File: src/rtl/eth_upl_pkg.sv
// Shared constants for the upload FIFO transmit path: FSM encoding,
// payload limits, word geometry and byte order.
package eth_upl_pkg;

    localparam int MAX_LEN_DEFAULT     = 1472;
    localparam int TIMEOUT_CYC_DEFAULT = 1024;
    localparam int BYTES_PER_WORD      = 4;

    // Words leave the FIFO most-significant byte first.
    localparam bit BIG_ENDIAN = 1'b1;

    typedef logic [2:0] upl_state_t;

    localparam logic [2:0] ST_IDLE       = 3'd0;
    localparam logic [2:0] ST_START      = 3'd1;
    localparam logic [2:0] ST_FETCH      = 3'd2;
    localparam logic [2:0] ST_WAIT       = 3'd3;
    localparam logic [2:0] ST_SHIFT      = 3'd4;
    localparam logic [2:0] ST_DRAIN      = 3'd5;
    localparam logic [2:0] ST_DRAIN_WAIT = 3'd6;
    localparam logic [2:0] ST_DONE       = 3'd7;

    // 17-bit arithmetic so that 0xFFFF bytes maps to 16384 words.
    function automatic logic [16:0] word_count(input logic [15:0] len);
        return ({1'b0, len} + 17'd3) >> 2;
    endfunction

endpackage

File: src/rtl/upl_word_serializer.sv
// Loads one 32-bit word plus a byte count and presents it as a stream of
// bytes with a valid/ready handshake. Bytes beyond the count are never shown.
module upl_word_serializer
    import eth_upl_pkg::*;
(
    input  logic        clk,
    input  logic        rst_n,
    input  logic        i_load,
    input  logic [31:0] i_word,
    input  logic [2:0]  i_nbytes,
    input  logic        i_ready,
    output logic        o_valid,
    output logic [7:0]  o_data,
    output logic        o_accept,
    output logic        o_last
);

    logic [31:0] r_shift;
    logic [2:0]  r_count;

    assign o_valid  = (r_count != 3'd0);
    assign o_data   = BIG_ENDIAN ? r_shift[31:24] : r_shift[7:0];
    assign o_accept = o_valid & i_ready;
    assign o_last   = (r_count == 3'd1);

    // Load a fresh word, or advance one byte per accepted handshake; the
    // shift register is untouched while the consumer stalls.
    always_ff @(posedge clk or negedge rst_n) begin
        if (!rst_n) begin
            r_shift <= 32'h0;
            r_count <= 3'd0;
        end else if (i_load) begin
            r_shift <= i_word;
            r_count <= i_nbytes;
        end else if (o_accept) begin
            r_shift <= BIG_ENDIAN ? {r_shift[23:0], 8'h00} : {8'h00, r_shift[31:8]};
            r_count <= r_count - 3'd1;
        end
    end

endmodule

File: src/rtl/upl_fifo_tx_reader.sv
// Read side of the upload FIFO: turns packet requests into word reads and a
// big-endian byte stream for the UDP transmit engine, with one pending slot.
module upl_fifo_tx_reader
    import eth_upl_pkg::*;
#(
    parameter int MAX_LEN     = MAX_LEN_DEFAULT,
    parameter int TIMEOUT_CYC = TIMEOUT_CYC_DEFAULT
)(
    input  logic        clk,
    input  logic        rst_n,
    input  logic        tx_data_en,
    input  logic [15:0] tx_data_len,
    output logic        upl_fifo_rdreq,
    input  logic [31:0] upl_fifo_rddata,
    input  logic        upl_fifo_rdempty,
    output logic        udp_tx_start,
    output logic [15:0] udp_tx_len,
    output logic [7:0]  udp_tx_data,
    output logic        udp_tx_valid,
    input  logic        udp_tx_ready,
    output logic        send_finish,
    output logic        busy,
    output logic        underrun,
    output logic [7:0]  drop_cnt
);

    upl_state_t  r_state;
    logic        r_en_d1;
    logic        r_en_d2;
    logic [15:0] r_len_cap;
    logic        r_pend_valid;
    logic [15:0] r_pend_len;
    logic [15:0] r_tx_len;
    logic [15:0] r_bytes_left;
    logic [16:0] r_words_left;
    logic [15:0] r_timeout;
    logic        r_underrun;
    logic [7:0]  r_drop_cnt;

    logic        w_event;
    logic        w_event_ok;
    logic        w_req_valid;
    logic [15:0] w_req_len;
    logic [15:0] w_req_clip;
    logic [16:0] w_req_words;
    logic        w_fetching;
    logic        w_fifo_read;
    logic        w_timeout;
    logic        w_ser_load;
    logic [31:0] w_ser_word;
    logic [2:0]  w_ser_nbytes;
    logic        w_ser_valid;
    logic [7:0]  w_ser_data;
    logic        w_ser_accept;
    logic        w_ser_last;

    assign w_event     = r_en_d1 & ~r_en_d2;
    assign w_event_ok  = w_event & (r_len_cap != 16'd0);
    assign w_req_valid = (r_state == ST_IDLE) & (r_pend_valid | w_event_ok);
    assign w_req_len   = r_pend_valid ? r_pend_len : r_len_cap;
    assign w_req_clip  = (w_req_len > 16'(MAX_LEN)) ? 16'(MAX_LEN) : w_req_len;
    assign w_req_words = word_count(w_req_len);

    assign w_fetching  = (r_state == ST_FETCH) | (r_state == ST_DRAIN);
    assign w_fifo_read = w_fetching & ~upl_fifo_rdempty;
    assign w_timeout   = w_fetching & upl_fifo_rdempty & (r_timeout == 16'(TIMEOUT_CYC - 1));

    assign w_ser_load   = (r_state == ST_WAIT) | ((r_state == ST_FETCH) & w_timeout);
    assign w_ser_word   = (r_state == ST_WAIT) ? upl_fifo_rddata : 32'h0;
    assign w_ser_nbytes = (r_bytes_left >= 16'(BYTES_PER_WORD)) ? 3'(BYTES_PER_WORD)
                                                                : r_bytes_left[2:0];

    upl_word_serializer u_serializer (
        .clk      (clk),
        .rst_n    (rst_n),
        .i_load   (w_ser_load),
        .i_word   (w_ser_word),
        .i_nbytes (w_ser_nbytes),
        .i_ready  (udp_tx_ready & (r_state == ST_SHIFT)),
        .o_valid  (w_ser_valid),
        .o_data   (w_ser_data),
        .o_accept (w_ser_accept),
        .o_last   (w_ser_last)
    );

    assign upl_fifo_rdreq = w_fifo_read;
    assign udp_tx_start   = (r_state == ST_START);
    assign udp_tx_len     = r_tx_len;
    assign udp_tx_data    = w_ser_data;
    assign udp_tx_valid   = w_ser_valid & (r_state == ST_SHIFT);
    assign send_finish    = (r_state == ST_DONE);
    assign busy           = (r_state != ST_IDLE);
    assign underrun       = r_underrun;
    assign drop_cnt       = r_drop_cnt;

    // Rising-edge detect on the request strobe; the delay flops come out of
    // reset high so a strobe already high during reset is not an event.
    always_ff @(posedge clk or negedge rst_n) begin
        if (!rst_n) begin
            r_en_d1   <= 1'b1;
            r_en_d2   <= 1'b1;
            r_len_cap <= 16'd0;
        end else begin
            r_en_d1 <= tx_data_en;
            r_en_d2 <= r_en_d1;
            if (tx_data_en & ~r_en_d1) begin
                r_len_cap <= tx_data_len;
            end
        end
    end

    // Single pending slot: IDLE drains it first, a new event refills it,
    // and an event arriving with the slot full is dropped and counted.
    always_ff @(posedge clk or negedge rst_n) begin
        if (!rst_n) begin
            r_pend_valid <= 1'b0;
            r_pend_len   <= 16'd0;
            r_drop_cnt   <= 8'd0;
        end else if (r_state == ST_IDLE) begin
            if (r_pend_valid) begin
                r_pend_valid <= w_event_ok;
                if (w_event_ok) begin
                    r_pend_len <= r_len_cap;
                end
            end
        end else if (w_event_ok) begin
            if (!r_pend_valid) begin
                r_pend_valid <= 1'b1;
                r_pend_len   <= r_len_cap;
            end else if (r_drop_cnt != 8'hFF) begin
                r_drop_cnt <= r_drop_cnt + 8'd1;
            end
        end
    end

    // Packet sequencer: fetch a word, stream its bytes, drain any words
    // past the clipped length, then report completion.
    always_ff @(posedge clk or negedge rst_n) begin
        if (!rst_n) begin
            r_state      <= ST_IDLE;
            r_tx_len     <= 16'd0;
            r_bytes_left <= 16'd0;
            r_words_left <= 17'd0;
            r_timeout    <= 16'd0;
            r_underrun   <= 1'b0;
        end else begin
            case (r_state)
                ST_IDLE: begin
                    if (w_req_valid) begin
                        r_tx_len     <= w_req_clip;
                        r_bytes_left <= w_req_clip;
                        r_words_left <= w_req_words;
                        r_state      <= ST_START;
                    end
                end
                ST_START: begin
                    r_timeout <= 16'd0;
                    r_state   <= ST_FETCH;
                end
                ST_FETCH: begin
                    if (w_fifo_read) begin
                        r_words_left <= r_words_left - 17'd1;
                        r_timeout    <= 16'd0;
                        r_state      <= ST_WAIT;
                    end else if (w_timeout) begin
                        r_underrun   <= 1'b1;
                        r_words_left <= r_words_left - 17'd1;
                        r_timeout    <= 16'd0;
                        r_state      <= ST_SHIFT;
                    end else begin
                        r_timeout <= r_timeout + 16'd1;
                    end
                end
                ST_WAIT: begin
                    r_state <= ST_SHIFT;
                end
                ST_SHIFT: begin
                    if (w_ser_accept) begin
                        r_bytes_left <= r_bytes_left - 16'd1;
                        if (r_bytes_left == 16'd1) begin
                            r_state <= (r_words_left != 17'd0) ? ST_DRAIN : ST_DONE;
                        end else if (w_ser_last) begin
                            r_state <= ST_FETCH;
                        end
                    end
                end
                ST_DRAIN: begin
                    if (w_fifo_read) begin
                        r_words_left <= r_words_left - 17'd1;
                        r_timeout    <= 16'd0;
                        r_state      <= ST_DRAIN_WAIT;
                    end else if (w_timeout) begin
                        r_underrun <= 1'b1;
                        r_timeout  <= 16'd0;
                        r_state    <= ST_DONE;
                    end else begin
                        r_timeout <= r_timeout + 16'd1;
                    end
                end
                ST_DRAIN_WAIT: begin
                    r_state <= (r_words_left == 17'd0) ? ST_DONE : ST_DRAIN;
                end
                ST_DONE: begin
                    r_state <= ST_IDLE;
                end
                default: begin
                    r_state <= ST_IDLE;
                end
            endcase
        end
    end

endmodule
File: config.mk
export PLATFORM = sky130hd
export DESIGN_NAME = upl_fifo_tx_reader
export DESIGN_NICKNAME = d
export VERILOG_FILES = /design/src/rtl/eth_upl_pkg.sv /design/src/rtl/upl_word_serializer.sv /design/src/rtl/upl_fifo_tx_reader.sv
export SDC_FILE = /design/constraint.sdc
export NUM_CORES = 1
export LEC_CHECK = 0
export CORE_UTILIZATION = 47
export DETAILED_ROUTE_END_ITERATION = 10
export PLACE_DENSITY_LB_ADDON = 0.08
export SETUP_SLACK_MARGIN = 0.2
export SLEW_MARGIN = 10
export SYNTH_ARGS = -nofsm -noshare
export SYNTH_HDL_FRONTEND = slang
export SYNTH_SLANG_ARGS = --single-unit
File: constraint.sdc
create_clock -name clk -period 3 [get_ports clk]
set_input_delay 0.3 -clock clk [delete_from_list [all_inputs] [get_ports clk]]
set_output_delay 0.3 -clock clk [all_outputs]
set_load 0.05 [all_outputs]
==> reports/results.ini <==
[detailed_routing]
finalWirelength_um = 19800
route.vias.total = 6512
firstDrtPassIters = 5
drc = 0
avgRoutedWirePerCell_um = 17.8
drtIter0Drc = 452
detail-route-antenna-nets = 0
viasPerCell = 5.88

[die]
die_h_um = 129
die_x_um = 129
initial_core_util_pct = 48.1
coreArea_mm2 = 0.0158
io_pins = 91
rows = 46
die_area_mm2 = 0.0167

[cts]
clkLatencyLatePin_ns = 0.42
root_buffer = clkbuf_16
clk_pin_slew_ns = 0.07
clockBufferDepth = 2
cts.sinks = 147
tritoncts = built
cts_buffers = 17
cts.htree.levels = 4

[hold_path]
hp-start = tx_data_en
min_path_cells = 1
min_to = r_en_d1
hold_path.class = in2reg

[synthesis]
yosys_warnings = 0
synth_cells = 776
synth_cell_types = 67
ys_async_sr_fraction_pct = 100
ys_seq_area_share_pct = 48.4
synth_ff_type = dfrtp_1
netlist_area_mm2 = 0.00761
syn_avg_cell_area_um2 = 9.81
synth_fp_nets = 839
ys_ff_latch = 147
synth-edff-count = 0

[placed_design]
gp_congestion = 0.876
place_ws_ns = 0.0212
hpwl_um = 13700
place_area_mm2 = 0.00887
io_buffers = 90

[grt]
antenna_found_initial = 0
grt_max_degree = 59
grt_use_total_pct = 25.3
grt_pass1_wl_um = 32900
gr-total-overflow = 0
grt_pass1_vias = 6492

[worst_setup_path]
end_kind = flip-flop
startpoint_type = flip-flop
critPathKind = reg2reg
r2r-start = r_timeout[11]
worst-r2r-cell-count = 7
regToRegEndpoint = r_words_left[16]
reg2reg_slack_ns = 0.24
cp_data_required_time_ns = 3.34
crit_fanout = 8
crit_arrival_ns = 3.10

[sta]
fmax_ghz = 0.362
rsz0062_at_grt = true
maxSlewViolCount = 0
fin_skew_ns = 0.00834
setup_viol = 0
fin_ws_ns = 0.239
hold_viol = 0
period_minus_slack_ns = 2.76
final.period_utilization_pct = 92.0
worst_pin_slew_ns = 0.717
totalNegativeSetupSlack_ns = 0
slew_headroom_pct = 52.1

[pwr]
p_per_area_mw_per_mm2 = 1020
combPwrFrac_pct = 45.8
p_int_mw = 5.66
p_sw_mw = 4.05
ir_drop_v = 0.000636
switching_share_pct = 41.7
p_leak_nw = 3.95
clockPowerShare_pct = 21.3
pwr-share-seq_pct = 32.9

[cells_and_area]
syn_to_final_growth_pct = 24.9
drive_gt1_share_pct = 14.5
diodes = 0
nets = 942
design_area_mm2 = 0.00950

[run_status]
status = finished clean

[run]
cap_violations = 0

[repair_timing]
item	in CTS	in global routing
buffers inserted	3	1
endpoints found under the setup margin	21	44
hold buffers	1	0
endpoints found under the hold margin	53	0
pin swaps	2	0
gates resized for setup	2	8
[how the worst max path moves through the flow]
stage / startpoint / to / cells after the start
finish: r_timeout[11] / r_words_left[16] / 7
floorplan: r_len_cap[12] / r_words_left[9] / 7
detailed placement: r_en_d1 / r_bytes_left[8] / 7
global route: r_timeout[0] / r_words_left[16] / 8
global placement: r_len_cap[4] / r_words_left[13] / 7
CTS: r_timeout[0] / r_words_left[16] / 8
[through the flow]
stage	hold WS [ns]	power (mW)	cells	util, %
floorplan	0.00441	6.15	776	-
global placement	0.287	7.43	1071	56.0
global route	0.332	10.3	1108	60.0
detailed placement	0.302	7.54	1071	56.0
finish	0.341	9.70	1108	60.0
CTS	0.334	9.69	1107	59.8
[layout by cell type, fill, tap and decap left out, types with 4 or more instances in the layout]
cell type	instances
nand2b_1	13
clkinvlp_4	4
xor2_1	6
o21a_1	5
and2_1	7
nor3_1	17
mux2i_1	13
a31oi_1	12
o21ai_0	76
nor2b_1	8
a21oi_1	29
a22o_1	10
buf_4	39
inv_1	16
inv_6	4
a2bb2oi_1	25
and3_1	12
clkdlybuf4s50_1	87
o31ai_1	7
nand4_1	11
mux2_2	37
nor4_1	9
o41ai_1	6
o211ai_1	4
xnor2_1	16
clkbuf_16	17
nor2_1	61
or4_1	11
o22a_1	6
nand3_1	25
dfrtp_1	143
ha_1	9
nand2_1	71
[power by group through the flow]
| stage | sequential, mW | clock, mW | combinational, mW |
|---|---|---|---|
| after floorplan | 3.24 | 0 | 2.92 |
| after global placement | 3.17 | 0 | 4.26 |
| after detailed placement | 3.19 | 0 | 4.35 |
| after CTS | 3.17 | 2.11 | 4.41 |
| after global routing | 3.27 | 2.19 | 4.85 |
| final | 3.19 | 2.07 | 4.45 |
[cell usage after synthesis, drive strengths merged, types with 4 or more instances]
cell type	number	area [um^2]
nand4	11	68.8
a221oi	5	56.3
o22a	6	52.6
mux2i	13	130
a22o	10	87.6
dfrtp	145	3630
o31ai	8	60.1
and3	12	75.1
o211ai	4	30.0
and2	7	43.8
nor2b	8	50.1
ha	10	125
nand2	71	267
xor2	6	52.6
buf	17	109
nor3	17	85.1
inv	16	60.1
nor2	63	236
xnor2	16	140
o21a	5	37.5
a31oi	13	96.3
clkbuf	31	116
o21ai	80	400
a21oi	29	145
or4	11	82.6
a2bb2oi	25	219
mux2	37	417
nand3	26	130
nand2b	13	81.3
or3	4	25.0
o41ai	6	52.6
nor4	9	56.3
[routing by layer]
metal	track usage, %	share of wire [%]
met1	36.5	49
met4	6.09	1.3
met3	5.53	5.0
met5	0	0
met2	38.6	45
[worst max-delay path, stage by stage, from the launching register on]
cell and delay [ns]:
dfrtp_1 0.41, or4_1 0.53, or4_1 0.51, nand3_1 0.19
a31oi_4 0.18, buf_4 0.20, or4b_1 0.49, a21oi_1 0.16
[state kept, by name, indices dropped and copies added, names as in the netlist, 8 cells and up]
register,flops
r_bytes_left,16
u_serializer.r_shift,32
drop_cnt,8
r_pend_len,16
r_len_cap,16
r_words_left,17
udp_tx_len,16
r_timeout,16
[final cells by class]
type	count	area, um^2
inverters	16	60.1
well taps	216	270
clock inverters	13	125
multi-input cells	565	3670
clock buffers	19	443
repair buffers	132	1250
fillers	1374	6320
flip-flops and latches	147	3680
[cells by family (layout without fill, tap and decap cells)]
group | Yosys count | in the layout | synth area share, %
multiplexers | 50 | 50 | 7.18
buffers and inverters | 64 | 180 | 3.75
adder cells (fa/ha/maj) | 10 | 10 | 1.64
AND/OR/NAND/NOR | 267 | 267 | 17.4
flip-flops | 147 | 147 | 48.4
XOR/XNOR | 22 | 22 | 2.53
AO/OA/AOI/OAI | 216 | 216 | 19.1
No activity file was read; power rests on OpenSTA's default activity.
